<file path="config.mk">
export PLATFORM = sky130hd
export DESIGN_NAME = io_periph_flat
export DESIGN_NICKNAME = d
export VERILOG_FILES = /design/src/rtl/io_periph_if.sv /design/src/rtl/io_periph.sv /design/src/flat_wrapper.sv
export SDC_FILE = /design/constraint.sdc
export NUM_CORES = 1
export LEC_CHECK = 0
export CORE_MARGIN = 1.5
export CORE_UTILIZATION = 48
export DETAILED_ROUTE_END_ITERATION = 6
export GPL_TIMING_DRIVEN = 1
export PLACE_DENSITY = 0.8
export SYNTH_ARGS = -nofsm -noshare
export SYNTH_HDL_FRONTEND = slang
export SYNTH_SLANG_ARGS = --single-unit
</file>
<file path="constraint.sdc">
create_clock -name clock -period 4.41 [get_ports clock]
set_input_delay 1.1025 -clock clock [delete_from_list [all_inputs] [get_ports clock]]
set_output_delay 1.1025 -clock clock [all_outputs]
set_load 0.01 [all_outputs]
</file>
<file path="src/rtl/io_periph_if.sv">
// io_periph_if: CPU-side IO bus bundle for io_periph.
// The master (CPU side) drives the strobes, the address and the write data.
// The slave (peripheral) returns the read data.
interface io_periph_if;
    logic        LEDCtrl;
    logic        SwitchCtrl;
    logic [31:0] addr;
    logic [31:0] write_data;
    logic [15:0] io_rdata;

    modport master (
        output LEDCtrl,
        output SwitchCtrl,
        output addr,
        output write_data,
        input  io_rdata
    );

    modport slave (
        input  LEDCtrl,
        input  SwitchCtrl,
        input  addr,
        input  write_data,
        output io_rdata
    );
endinterface

</file>
<file path="src/rtl/io_periph.sv">
// io_periph: memory-mapped LED register and debounced switch port.
// - A write strobe on LED_ADDR loads the 16-bit LED register.
// - The raw switches pass through a two-flop synchroniser.
// - A debouncer then requires DEBOUNCE_CYCLES stable clocks before it
//   accepts a change.
// - A sticky change flag records accepted changes. A status read clears it.
// Optional build macro IO_LED_READBACK_EN: when it is defined, a read
// strobe on LED_ADDR returns the LED register. When it is not defined,
// that read returns zero and no readback mux is built.
module io_periph #(
    parameter int          DEBOUNCE_CYCLES = 500000,
    parameter logic [31:0] LED_ADDR        = 32'hFFFFFC60,
    parameter logic [31:0] SW_ADDR         = 32'hFFFFFC70,
    parameter logic [31:0] STAT_ADDR       = 32'hFFFFFC72
) (
    input  logic          clock,
    input  logic          rst_n,
    io_periph_if.slave    bus,
    input  logic [15:0]   switch_in,
    output logic [15:0]   led_out
);

    // The counter is 20 bits wide. It stops at its terminal value, so it never wraps.
    localparam logic [19:0] CNT_MAX = 20'(DEBOUNCE_CYCLES - 1);

    logic [15:0] led_q,    led_d;
    logic [15:0] sync1_q,  sync1_d;
    logic [15:0] sync2_q,  sync2_d;
    logic [15:0] cand_q,   cand_d;
    logic [15:0] sw_q,     sw_d;
    logic [19:0] cnt_q,    cnt_d;
    logic        chg_q,    chg_d;

    // Store data bits 31:16 have no destination. They are collected here so they are visibly unused.
    logic        unused_wdata_hi;
    assign unused_wdata_hi = ^bus.write_data[31:16];

    // Next-state logic for the LED register, the synchroniser, the debouncer and the change flag
    always_comb begin
        led_d   = led_q;
        sync1_d = switch_in;
        sync2_d = sync1_q;
        cand_d  = cand_q;
        cnt_d   = cnt_q;
        sw_d    = sw_q;
        chg_d   = chg_q;

        if (bus.LEDCtrl && (bus.addr == LED_ADDR)) begin
            led_d = bus.write_data[15:0];
        end

        // Any difference from the candidate restarts the stability count.
        if (sync2_q != cand_q) begin
            cand_d = sync2_q;
            cnt_d  = '0;
        end else if (cnt_q != CNT_MAX) begin
            cnt_d = cnt_q + 20'd1;
        end

        // The candidate has been held long enough, so accept it.
        if (cnt_q == CNT_MAX) begin
            sw_d = cand_q;
        end

        // The clear is applied first, so a set on the same edge takes priority.
        if (bus.SwitchCtrl && (bus.addr == STAT_ADDR)) begin
            chg_d = 1'b0;
        end
        if (sw_d != sw_q) begin
            chg_d = 1'b1;
        end
    end

    // State registers. Reset is asynchronous and active low.
    always_ff @(posedge clock or negedge rst_n) begin
        if (!rst_n) begin
            led_q   <= '0;
            sync1_q <= '0;
            sync2_q <= '0;
            cand_q  <= '0;
            cnt_q   <= '0;
            sw_q    <= '0;
            chg_q   <= 1'b0;
        end else begin
            led_q   <= led_d;
            sync1_q <= sync1_d;
            sync2_q <= sync2_d;
            cand_q  <= cand_d;
            cnt_q   <= cnt_d;
            sw_q    <= sw_d;
            chg_q   <= chg_d;
        end
    end

    // Same-cycle read mux. It sees only registered state, never the raw switches.
    always_comb begin
        bus.io_rdata = 16'h0000;
        if (bus.SwitchCtrl) begin
            if (bus.addr == SW_ADDR) begin
                bus.io_rdata = sw_q;
            end else if (bus.addr == STAT_ADDR) begin
                bus.io_rdata = {15'b0, chg_q};
            end
`ifdef IO_LED_READBACK_EN
            else if (bus.addr == LED_ADDR) begin
                bus.io_rdata = led_q;
            end
`endif
        end
    end

    assign led_out = led_q;

endmodule

</file>
<file path="src/flat_wrapper.sv">
// flat-port wrapper written by rule: the top's interface ports become plain ports
module io_periph_flat 
#(
    parameter int          DEBOUNCE_CYCLES = 500000,
    parameter logic [31:0] LED_ADDR        = 32'hFFFFFC60,
    parameter logic [31:0] SW_ADDR         = 32'hFFFFFC70,
    parameter logic [31:0] STAT_ADDR       = 32'hFFFFFC72
)
  (clock, rst_n, switch_in, led_out, bus_LEDCtrl, bus_SwitchCtrl, bus_addr, bus_write_data, bus_io_rdata);
  io_periph_if bus_i ();
  input  logic clock;
  input  logic rst_n;
  input  logic [15:0] switch_in;
  output logic [15:0] led_out;
  input wire logic [$bits(bus_i.LEDCtrl)-1:0] bus_LEDCtrl;
  input wire logic [$bits(bus_i.SwitchCtrl)-1:0] bus_SwitchCtrl;
  input wire logic [$bits(bus_i.addr)-1:0] bus_addr;
  input wire logic [$bits(bus_i.write_data)-1:0] bus_write_data;
  output wire logic [$bits(bus_i.io_rdata)-1:0] bus_io_rdata;
  assign bus_i.LEDCtrl = bus_LEDCtrl;
  assign bus_i.SwitchCtrl = bus_SwitchCtrl;
  assign bus_i.addr = bus_addr;
  assign bus_i.write_data = bus_write_data;
  assign bus_io_rdata = bus_i.io_rdata;
  io_periph #(.DEBOUNCE_CYCLES(DEBOUNCE_CYCLES), .LED_ADDR(LED_ADDR), .SW_ADDR(SW_ADDR), .STAT_ADDR(STAT_ADDR)) u_core (.clock(clock), .rst_n(rst_n), .bus(bus_i), .switch_in(switch_in), .led_out(led_out));
endmodule
</file>
==> results.json <==
{
  "outcome": "finished, final reports clean",
  "m1WireLength_mm": 3.58,
  "die_y_um": 96.1,
  "post-route-period-util_pct": 98.1,
  "rr_endpoint": "u_core.sw_q[1]",
  "placedCellCount": 516,
  "totalNegativeSetupSlack_ns": 0,
  "p_total_w": 0.00163,
  "routed_via_density": 5.20,
  "worst_pin_slew_ns": 0.872,
  "arrival_ns": 3.23,
  "rsz0062_at_grt": "no",
  "drive_above_1_share_pct": 21.6,
  "fin_area_um2": 5500,
  "slew_violations": 0,
  "grt_pass1_vias": 2860,
  "fmax_mhz": 231,
  "ir_drop_v": 0.000193,
  "clockBufferDepth": 2,
  "async_flop_share_pct": 100,
  "drt_first_pass_iters": 4,
  "num_io_pins": 116,
  "synth_cell_types": 39,
  "crit_fanout": 3,
  "r2r_cells": 4,
  "htreeDepth": 3,
  "criticalPathCategory": "in2out",
  "required_ns": 3.31,
  "cts_tree": "done",
  "setup_viol": 0,
  "ys_warn_count": 0,
  "synth_fp_nets": 412,
  "synth_area_per_cell_um2": 12.7,
  "timing.rr.start": "u_core.cnt_q[5]",
  "crit_buf_inv": 5,
  "root_buffer": "clkbuf_8",
  "syn-instance-count": 327,
  "placed_area_um2": 5230,
  "hold_ws_ns": 0.355,
  "place_hpwl_mm": 5.86,
  "cts_buffers": 9,
  "post_drt_wl_per_cell_um": 15.0,
  "cpPeakStageDelay_ns": 0.56,
  "synth_edf_count": 0,
  "die_w_um": 96.1,
  "leakage_nw": 2.39,
  "clock-sinks": 101,
  "dieArea_um2": 9230,
  "globalplace.congestion": 0.803,
  "r2r_setup_slack_ns": 1.66,
  "start_util_pct": 50.1,
  "wl_mm": 8.12,
  "synth_ff_type": "dfrtp_1",
  "drt_iter0_drc": 145,
  "cap_violations": 0,
  "wl_met2_mm": 3.90,
  "path_cells": "clkdlybuf4s15_1 > or4b_4 > or4_4 > nor4_4 > buf_4 > buf_6 > buf_6 > and2_4 > buf_6",
  "cp_top_family": "simple AND/OR/NAND/NOR gates",
  "power-per-cell-area_nw_per_um2": 296,
  "vias": 2806,
  "min_to": "u_core.sync2_q[11]",
  "worstHoldStart": "u_core.sync1_q[11]",
  "hold_path_depth": 0,
  "crit_path_top_delay_cell": "or4_4",
  "relSlewSlack_pct": 41.7,
  "port_buffers": 99,
  "clk_latency_ns": 0.35,
  "seq_area_frac_synth_pct": 60.8,
  "hold_buffers": 0,
  "clk_pin_slew_ns": 0.10,
  "layoutNonFillerInstCount": 540,
  "final_nets": 515,
  "grt_max_degree": 47,
  "drcViolationCount": 0,
  "core-area_um2": 8300,
  "yosysTopAreaCell": "dfrtp_1",
  "ys_ff_latch": 101,
  "fin_crit_ns": 4.33,
  "hold_class": "reg2reg",
  "wl_met3_um": 588,
  "ant_nets": 0,
  "grt_antenna_before_repair": 0,
  "grt_pass1_wl_mm": 13.2,
  "endpoint_kind": "primary output",
  "grt.overflow.total": 0,
  "num_antenna_cells": 0,
  "area_growth_pct": 32.4,
  "cpMostUsedCell": "buf_6",
  "grt_usage_pct": 18.8,
  "start_kind": "primary input",
  "synth_area_leaders": "dfrtp_1, mux2_2, xnor2_1",
  "fp-row-count": 33,
  "synth_area_um2": 4160,
  "final-hold-violation-count": 0,
  "fin_skew_ns": 0.0123,
  "top_layer": "met4",
  "yosysTopAreaCellShare_pct": 60.8
}
-- worst max path at each step --
stage | startpoint | end | depth (start not counted)
floorplan | bus_addr[0] | bus_io_rdata[10] | 5
global placement | bus_addr[0] | bus_io_rdata[11] | 7
detailed placement | bus_addr[0] | bus_io_rdata[4] | 7
CTS | bus_addr[6] | bus_io_rdata[3] | 9
global route | bus_addr[0] | bus_io_rdata[10] | 9
finish | bus_addr[0] | bus_io_rdata[12] | 9
-- cells by family (layout without fill, tap and decap cells) --
group	count (synthesis)	in the layout	share of synthesized area [%]
simple gates	100	100	15.4
fa+ha+maj	1	1	0.301
mux	32	32	8.67
flops	101	101	60.8
buf+inv	28	136	2.95
xor+xnor	40	40	8.43
compound gates	25	25	3.40
-- layout make-up --
type / instances / area [um^2]
Inverter: 5 / 18.8
Multi-Input combinational cell: 198 / 1540
Tap cell: 105 / 131
Timing Repair Buffer: 115 / 1080
Clock inverter: 6 / 62.6
Clock buffer: 10 / 138
Fill cell: 623 / 2800
Sequential cell: 101 / 2530
-- power breakdown --
group	internal (W)	switching, W	total (W)	leakage (nW)
Sequential	0.000948	0.0000163	0.000964	1.29
Clock	0.000236	0.000329	0.000566	0.101
Combinational	0.0000648	0.0000366	0.000101	0.991
Total	0.00125	0.000382	0.00163	2.39
-- synth_stat cells, types with 2 or more instances --
master and n:
dfrtp_1 101, mux2_2 31, xnor2_1 20, xor2_1 20, clkbuf_1 19, and2_1 17
nand4_1 16, nor2_1 10, o21ai_0 9, a21oi_1 8, nand2_1 8, nand3_1 7
nor4_1 6, or3_1 6, and4_1 5, inv_1 5, or4_1 5, a211oi_1 4
and3_1 3, nor3_1 3, a31oi_1 2, buf_2 2, buf_6 2, nor3b_1 2
or4b_1 2
-- flip-flops by register name, summed over array words and instances (netlist names) --
| name | flops |
|---|---|
| u_core.sync1_q | 16 |
| u_core.chg_q | 1 |
| u_core.sw_q | 16 |
| u_core.cnt_q | 20 |
| u_core.led_out | 16 |
| u_core.cand_q | 16 |
| u_core.sync2_q | 16 |
-- layer usage --
layer  track usage, %  up-vias
met4             5.51        0
met2             31.0       93
li1                 -     1348
met1             24.6     1361
met3             4.50        4
met5                0        -
-- cell usage in the layout (no fill, tap or decap), types with 3 or more instances in the layout --
| cell | instances |
|---|---|
| a211oi_1 | 4 |
| a21oi_1 | 8 |
| and2_1 | 11 |
| and2_4 | 6 |
| and3_1 | 3 |
| and4_1 | 5 |
| buf_2 | 7 |
| buf_4 | 13 |
| buf_6 | 10 |
| clkbuf_8 | 10 |
| clkdlybuf4s15_1 | 4 |
| clkdlybuf4s50_1 | 74 |
| dfrtp_1 | 101 |
| dlygate4sd2_1 | 4 |
| inv_1 | 5 |
| inv_8 | 3 |
| mux2_2 | 31 |
| nand2_1 | 8 |
| nand3_1 | 7 |
| nand4_1 | 16 |
| nor2_1 | 10 |
| nor3_1 | 3 |
| nor4_1 | 6 |
| o21ai_0 | 9 |
| or3_1 | 6 |
| or4_1 | 4 |
| xnor2_1 | 20 |
| xor2_1 | 20 |
-- metrics by stage --
| step | setup WS, ns | util [%] |
|---|---|---|
| after floorplan | 0.325 | - |
| after global placement | -0.467 | 63.0 |
| after detailed placement | -0.481 | 63.0 |
| after CTS | 0.00739 | 65.8 |
| after global routing | 0.00236 | 66.3 |
| final | 0.0816 | 66.3 |
-- what timing repair did --
action,CTS,global route
pin swaps,6,4
setup endpoints to repair,16,13
buffers inserted,7,0
cloned,1,0
resized for setup,75,18
hold endpoints to repair,0,0
No activity file was read; power rests on OpenSTA's default activity.
